<file path="src/rtl/pw_conv_feeder_pkg.sv">
// Shared types for the pointwise-convolution stream: sequencer states and the
// beat entry carried by the feeder FIFO and consumed by the accumulator stage.
package pw_pkg;

  localparam int PW_DATA_W = 8;
  localparam int PW_ACC_W  = 32;
  localparam int PW_ADDR_W = 16;
  localparam int PW_CH_W   = 10;
  localparam int PW_PIX_W  = 12;

  typedef enum logic [1:0] {
    IDLE  = 2'd0,
    RUN   = 2'd1,
    DRAIN = 2'd2
  } state_t;

  typedef struct packed {
    logic signed [PW_DATA_W-1:0] data;
    logic signed [PW_DATA_W-1:0] weight;
    logic signed [PW_ACC_W-1:0]  bias;
    logic                        first;
    logic                        last;
  } beat_t;

  localparam int BEAT_W = $bits(beat_t);

endpackage

</file>
<file path="src/rtl/pw_conv_feeder_beat_fifo.sv">
// Two-entry synchronous FIFO holding MAC beats; head is presented without a
// bubble and the occupancy is exported for the feeder's credit check.
module pw_beat_fifo #(
  parameter int W = 8
) (
  input  logic         clk,
  input  logic         rst_n,
  input  logic         i_push,
  input  logic [W-1:0] i_data,
  input  logic         i_pop,
  output logic [W-1:0] o_data,
  output logic [1:0]   o_count
);

  logic [W-1:0] r_mem0;
  logic [W-1:0] r_mem1;
  logic         r_wr_ptr;
  logic         r_rd_ptr;
  logic [1:0]   r_count;
  logic         w_push;
  logic         w_pop;

  // Guards make an upstream credit slip harmless instead of corrupting state.
  assign w_push = i_push && (r_count != 2'd2);
  assign w_pop  = i_pop && (r_count != 2'd0);

  always_ff @(posedge clk or negedge rst_n) begin
    if (!rst_n) begin
      r_mem0   <= '0;
      r_mem1   <= '0;
      r_wr_ptr <= 1'b0;
      r_rd_ptr <= 1'b0;
      r_count  <= 2'd0;
    end else begin
      if (w_push) begin
        if (r_wr_ptr) r_mem1 <= i_data;
        else          r_mem0 <= i_data;
        r_wr_ptr <= ~r_wr_ptr;
      end
      if (w_pop) r_rd_ptr <= ~r_rd_ptr;
      r_count <= r_count + {1'b0, w_push} - {1'b0, w_pop};
    end
  end

  assign o_data  = r_rd_ptr ? r_mem1 : r_mem0;
  assign o_count = r_count;

endmodule

</file>
<file path="src/rtl/pw_conv_feeder.sv">
// Walks pix x oc x ic for one pointwise layer, reads activation/weight/bias
// buffers and streams one beat per MAC through a credit-controlled FIFO.
module pw_conv_feeder
  import pw_pkg::*;
#(
  parameter int DATA_W = PW_DATA_W,
  parameter int ACC_W  = PW_ACC_W,
  parameter int ADDR_W = PW_ADDR_W,
  parameter int CH_W   = PW_CH_W,
  parameter int PIX_W  = PW_PIX_W
) (
  input  logic                     clk,
  input  logic                     rst_n,
  input  logic                     start,
  input  logic [CH_W-1:0]          cfg_in_ch,
  input  logic [CH_W-1:0]          cfg_out_ch,
  input  logic [PIX_W-1:0]         cfg_num_pix,
  input  logic [ADDR_W-1:0]        cfg_act_base,
  input  logic [ADDR_W-1:0]        cfg_wgt_base,
  output logic                     busy,
  output logic                     done,
  output logic                     act_rd_en,
  output logic [ADDR_W-1:0]        act_rd_addr,
  input  logic signed [DATA_W-1:0] act_rd_data,
  output logic                     wgt_rd_en,
  output logic [ADDR_W-1:0]        wgt_rd_addr,
  input  logic signed [DATA_W-1:0] wgt_rd_data,
  output logic                     bias_rd_en,
  output logic [CH_W-1:0]          bias_rd_addr,
  input  logic signed [ACC_W-1:0]  bias_rd_data,
  output logic                     out_valid,
  input  logic                     out_ready,
  output logic signed [DATA_W-1:0] out_data,
  output logic signed [DATA_W-1:0] out_weight,
  output logic signed [ACC_W-1:0]  out_bias,
  output logic                     out_first,
  output logic                     out_last,
  output logic [1:0]               o_dbg_state
);

  // Stream handshake: a beat transfers on a rising edge where out_valid and
  // out_ready are both high; out_valid never drops and out_* never change
  // while a beat is waiting.

  state_t r_state;
  state_t w_state_nxt;

  logic [CH_W-1:0]   r_in_ch;
  logic [CH_W-1:0]   r_out_ch;
  logic [PIX_W-1:0]  r_num_pix;
  logic [ADDR_W-1:0] r_wgt_base;
  logic [CH_W-1:0]   r_ic;
  logic [CH_W-1:0]   r_oc;
  logic [PIX_W-1:0]  r_pix;
  logic [ADDR_W-1:0] r_act_row;
  logic [ADDR_W-1:0] r_act_addr;
  logic [ADDR_W-1:0] r_wgt_addr;
  logic              r_inflight;
  logic              r_first_d;
  logic              r_last_d;

  logic [1:0]        w_count;
  logic [2:0]        w_credit_use;
  logic              w_pop;
  logic              w_issue;
  logic              w_launch;
  logic              w_cfg_zero;
  logic              w_last_ic;
  logic              w_last_oc;
  logic              w_last_pix;
  logic              w_final;
  logic              w_drain_done;
  logic [ADDR_W-1:0] w_next_row;
  beat_t             w_push_beat;
  beat_t             w_head;

  assign w_pop        = out_valid && out_ready;
  assign w_credit_use = {1'b0, w_count} + {2'b00, r_inflight} - {2'b00, w_pop};
  assign w_issue      = (r_state == RUN) && (w_credit_use < 3'd2);
  assign w_launch     = (r_state == IDLE) && start;
  assign w_cfg_zero   = (cfg_in_ch == '0) || (cfg_out_ch == '0) || (cfg_num_pix == '0);

  assign w_last_ic  = (r_ic == r_in_ch - CH_W'(1));
  assign w_last_oc  = (r_oc == r_out_ch - CH_W'(1));
  assign w_last_pix = (r_pix == r_num_pix - PIX_W'(1));
  assign w_final    = w_last_ic && w_last_oc && w_last_pix;
  assign w_next_row = r_act_row + ADDR_W'(r_in_ch);

  always_ff @(posedge clk or negedge rst_n) begin
    if (!rst_n) r_state <= IDLE;
    else        r_state <= w_state_nxt;
  end

  always_comb begin
    w_state_nxt  = r_state;
    w_drain_done = 1'b0;
    case (r_state)
      IDLE: begin
        // A degenerate layer goes straight to DRAIN so done still pulses once.
        if (start) w_state_nxt = w_cfg_zero ? DRAIN : RUN;
      end
      RUN: begin
        if (w_issue && w_final) w_state_nxt = DRAIN;
      end
      DRAIN: begin
        if ((w_count == 2'd0) && !r_inflight) begin
          w_drain_done = 1'b1;
          w_state_nxt  = IDLE;
        end
      end
      default: w_state_nxt = IDLE;
    endcase
  end

  always_ff @(posedge clk or negedge rst_n) begin
    if (!rst_n) begin
      r_in_ch    <= '0;
      r_out_ch   <= '0;
      r_num_pix  <= '0;
      r_wgt_base <= '0;
      r_ic       <= '0;
      r_oc       <= '0;
      r_pix      <= '0;
      r_act_row  <= '0;
      r_act_addr <= '0;
      r_wgt_addr <= '0;
    end else if (w_launch) begin
      r_in_ch    <= cfg_in_ch;
      r_out_ch   <= cfg_out_ch;
      r_num_pix  <= cfg_num_pix;
      r_wgt_base <= cfg_wgt_base;
      r_ic       <= '0;
      r_oc       <= '0;
      r_pix      <= '0;
      r_act_row  <= cfg_act_base;
      r_act_addr <= cfg_act_base;
      r_wgt_addr <= cfg_wgt_base;
    end else if (w_issue) begin
      if (!w_last_ic) begin
        r_ic       <= r_ic + CH_W'(1);
        r_act_addr <= r_act_addr + ADDR_W'(1);
        r_wgt_addr <= r_wgt_addr + ADDR_W'(1);
      end else begin
        r_ic <= '0;
        if (!w_last_oc) begin
          // Weights are contiguous across oc, activations rewind to the pixel row.
          r_oc       <= r_oc + CH_W'(1);
          r_act_addr <= r_act_row;
          r_wgt_addr <= r_wgt_addr + ADDR_W'(1);
        end else begin
          r_oc       <= '0;
          r_pix      <= r_pix + PIX_W'(1);
          r_act_row  <= w_next_row;
          r_act_addr <= w_next_row;
          r_wgt_addr <= r_wgt_base;
        end
      end
    end
  end

  // Flags ride alongside the read so they land in the FIFO with its data.
  always_ff @(posedge clk or negedge rst_n) begin
    if (!rst_n) begin
      r_inflight <= 1'b0;
      r_first_d  <= 1'b0;
      r_last_d   <= 1'b0;
    end else begin
      r_inflight <= w_issue;
      if (w_issue) begin
        r_first_d <= (r_ic == '0);
        r_last_d  <= w_last_ic;
      end
    end
  end

  always_comb begin
    w_push_beat        = '0;
    w_push_beat.data   = act_rd_data;
    w_push_beat.weight = wgt_rd_data;
    w_push_beat.bias   = bias_rd_data;
    w_push_beat.first  = r_first_d;
    w_push_beat.last   = r_last_d;
  end

  pw_beat_fifo #(
    .W(BEAT_W)
  ) u_fifo (
    .clk     (clk),
    .rst_n   (rst_n),
    .i_push  (r_inflight),
    .i_data  (w_push_beat),
    .i_pop   (w_pop),
    .o_data  (w_head),
    .o_count (w_count)
  );

  assign act_rd_en    = w_issue;
  assign wgt_rd_en    = w_issue;
  assign bias_rd_en   = w_issue;
  assign act_rd_addr  = r_act_addr;
  assign wgt_rd_addr  = r_wgt_addr;
  assign bias_rd_addr = r_oc;

  assign out_valid  = (w_count != 2'd0);
  assign out_data   = w_head.data;
  assign out_weight = w_head.weight;
  assign out_bias   = w_head.bias;
  assign out_first  = w_head.first;
  assign out_last   = w_head.last;

  assign done        = w_drain_done;
  assign busy        = (r_state != IDLE) && !w_drain_done;
  assign o_dbg_state = r_state;

endmodule

</file>
<file path="config.mk">
export PLATFORM = sky130hd
export DESIGN_NAME = pw_conv_feeder
export DESIGN_NICKNAME = d
export VERILOG_FILES = /design/src/rtl/pw_conv_feeder_pkg.sv /design/src/rtl/pw_conv_feeder_beat_fifo.sv /design/src/rtl/pw_conv_feeder.sv
export SDC_FILE = /design/constraint.sdc
export NUM_CORES = 1
export LEC_CHECK = 0
export BUFFER_PORTS_ARGS = -buffer_cell sky130_fd_sc_hd__buf_2
export CAP_MARGIN = 20
export CORE_MARGIN = 10
export CORE_UTILIZATION = 58
export DETAILED_ROUTE_END_ITERATION = 8
export GPL_TIMING_DRIVEN = 0
export PLACE_DENSITY = 0.8
export RECOVER_POWER = 50
export SETUP_SLACK_MARGIN = 0.5
export SYNTH_ARGS = -nofsm -noshare
export SYNTH_HDL_FRONTEND = slang
export SYNTH_HIERARCHICAL = 1
export SYNTH_SLANG_ARGS = --single-unit
export TNS_END_PERCENT = 50
</file>
<file path="constraint.sdc">
create_clock -name clk -period 5.8 [get_ports clk]
set_input_delay 1.45 -clock clk [delete_from_list [all_inputs] [get_ports clk]]
set_output_delay 1.45 -clock clk [all_outputs]
set_load 0.01 [all_outputs]
</file>
==> out/summary.txt <==
Die Area - 29900 um^2
final cell count without fillers - 1898
share of cells above drive strength 1 - 0.191
leading area contributor after synthesis - dfrtp_1
Via density - 5.96
number of global-route vias before repair - 11372
area fraction of the dominant cell type after synthesis - 0.437
pin count of the biggest net entering global routing - 91
antenna-violating nets left - 0
DR pass1 iterations - 6
Ys Warns - 6
htree depth - 1
Filler cells - 1891
first-pass GRT wire length - 64300 um
root buffer cell - clkbuf_16
most frequent cells in the layout - 237 x dfrtp_1, 223 x buf_2, 196 x nand2_1
Period minus WS final - 5.23 ns
Post-Syn Nets - 1461
status - complete, but fails checks
crit start category - primary input
RSZ-0062 raised after global routing - no
commonest non-fill, non-tap cell in the layout - dfrtp_1
gr ovfl total - 0
Mapped Area - 13600 um^2
sw power - 0.00346 W
register area share after synthesis - 0.437
placed inst area - 15100 um^2
Yosys cell types - 79
Seq cells post-synth - 237
Placeable Area - 22800 um^2
Final WS setup - 0.571 ns
Skew-Pair Late Insertion Delay - 0.54 ns
Worst Clk Skew - 0.00992 ns
setup slack, reg-to-reg - 1.51 ns
Int Power - 0.00484 W
Post-synth EDFFs - 0
clock network power share - 0.197
clock buffer depth - 3
TNS Setup - 0 ns
Gate Count Post-Synth - 1321
relative slew slack - -1.41
hpwl dp - 29400 um
placed cell count - 1850
Worst Setup Path Type - in2out
Critical Path Sink Type - primary output
cts bufs inserted - 26
Syn Area/Cell - 10.3 um^2
worst endpoint required time - 4.35 ns
Initial Utilization - 0.595
final hold violations - 0
gr usage total - 0.262
gpl congestion - 0.958
fmax - 191 MHz
initial antenna violation count - 2
Final period util - 0.902
Worst EP arrival - 3.78 ns
cell leakage power - 7.36 nW
I/O Buffers - 214
pre-CTS setup slack - -0.176 ns
Peak VDD IR - 0.000296 V
synth top area cells - dfrtp_1 44%, mux2_4 11%, nand2_1 5.4%
via count - 11305
logic gate share of total power - 0.472
Die X - 173 um
violated checks - capacitance limit, slew limit
CTS tree - done
# clock sinks - 237
DR iter-0 viols - 1164
Worst Hold Class - reg2reg
final setup violation count - 0
Seq pwr share - 0.331
Die Height - 173 um
fraction of registers with async set/reset - 1.00
Final Core Density - 0.680
# IOs - 216
Final Cell Area - 15500 um^2
Switching Share - 0.417
# Max-Cap Violations - 1
Final Max Slew Viols - 69
PwrDens - 535 nW/um^2
main flop type after synthesis - dfrtp_1
# rows - 55
Area growth syn-to-layout - 14.3%
routed wire length - 40200 um
final net count - 1705
crit path max fanout - 13
DRC errors left - 0
worst slew pin tran - 3.62 ns
Clock transition at path regs - 0.06 ns
routed wire length per instance - 21.2 um
[power by group through the flow]
stage | Combinational [W] | Sequential (W) | Clock [W]
3_5_place_dp | 0.00418 | 0.00277 | 0
2_1_floorplan | 0.00290 | 0.00265 | 0
3_3_place_gp | 0.00411 | 0.00272 | 0
6_report | 0.00392 | 0.00275 | 0.00164
5_1_grt | 0.00427 | 0.00282 | 0.00172
4_1_cts | 0.00429 | 0.00275 | 0.00166
[routing by layer]
layer,routed length [um],vias to the layer above,GRT usage
met5,0,-,0
met4,1170,0,0.0776
met3,3440,89,0.0573
met2,19000,527,0.425
met1,16600,5475,0.345
li1,-,5214,-
[cells in the mapped netlist, drive strengths merged (31+ instances only)]
master and count:
and3 31, xnor2 46, o21ai 69, nand2 197
nand3 43, nor2 75, a21oi 52, dfrtp 237
clkbuf 40, mux2 153, xor2 31, buf 33
[worst max-delay path, stage by stage]
cell      delay, ns
buf_2          0.09
and2_0         0.15
ha_1           0.28
nor2b_1        0.14
fa_1           0.41
or3_1          0.42
buf_6          0.17
inv_2          0.09
clkbuf_8       0.18
buf_12         0.16
buf_4          0.11
buf_2          0.12
[registers in the layout (all words and copies together) (netlist names), 12 cells and up]
name	flops
act_rd_addr	16
r_act_row	16
r_num_pix	12
r_pix	12
r_wgt_base	16
u_fifo/r_mem0	50
u_fifo/r_mem1	50
wgt_rd_addr	16
[final timing paths]
kind,endpoint,start,cells after the start
min in group asynchronous,u_fifo/r_mem1[15],rst_n,1
max in group asynchronous,act_rd_addr[0],rst_n,1
max,wgt_rd_en,out_ready,12
min reg2reg,r_wgt_base[12],r_wgt_base[12],2
min,r_wgt_base[12],r_wgt_base[12],2
max reg2reg,r_pix[4],u_fifo/o_count[1],13
[cell type report]
| cell class | count | area, um^2 | share of cell area |
|---|---|---|---|
| clock inverters | 5 | 65.1 | 0.00419 |
| inverters | 24 | 90.1 | 0.00580 |
| well taps | 313 | 392 | 0.0252 |
| flip-flops and latches | 237 | 5930 | 0.382 |
| multi-input cells | 987 | 6800 | 0.438 |
| clock buffers | 41 | 777 | 0.0500 |
| diodes | 2 | 5.00 | 0.000322 |
| repair buffers | 216 | 1130 | 0.0728 |
| plain buffers | 73 | 335 | 0.0216 |
[timing repair]
| action | 4_1_cts | 5_1_grt |
|---|---|---|
| gates resized for setup | 9 | 3 |
| endpoints found under the setup margin | 3 | 2 |
| hold buffers | 0 | 0 |
| buffers inserted | 0 | 0 |
| hold endpoints to repair | 0 | 0 |
[cell families after synthesis]
| logic type | Yosys count | synth area share |
|---|---|---|
| AOI/OAI and AO/OA | 227 | 0.108 |
| xor gates and xnor gates | 77 | 0.0496 |
| adders and majority gates | 24 | 0.0232 |
| buffers and inverters | 97 | 0.0381 |
| DFF | 237 | 0.437 |
| muxes | 167 | 0.165 |
| and+or+nand+nor | 492 | 0.180 |
[per-stage QoR]
step           hold WS, ns  power (W)
2_1_floorplan        0.437    0.00555
3_3_place_gp         0.453    0.00682
3_5_place_dp         0.460    0.00694
4_1_cts              0.475    0.00870
5_1_grt              0.497    0.00881
6_report             0.475    0.00831
No activity file was read; power rests on OpenSTA's default activity.
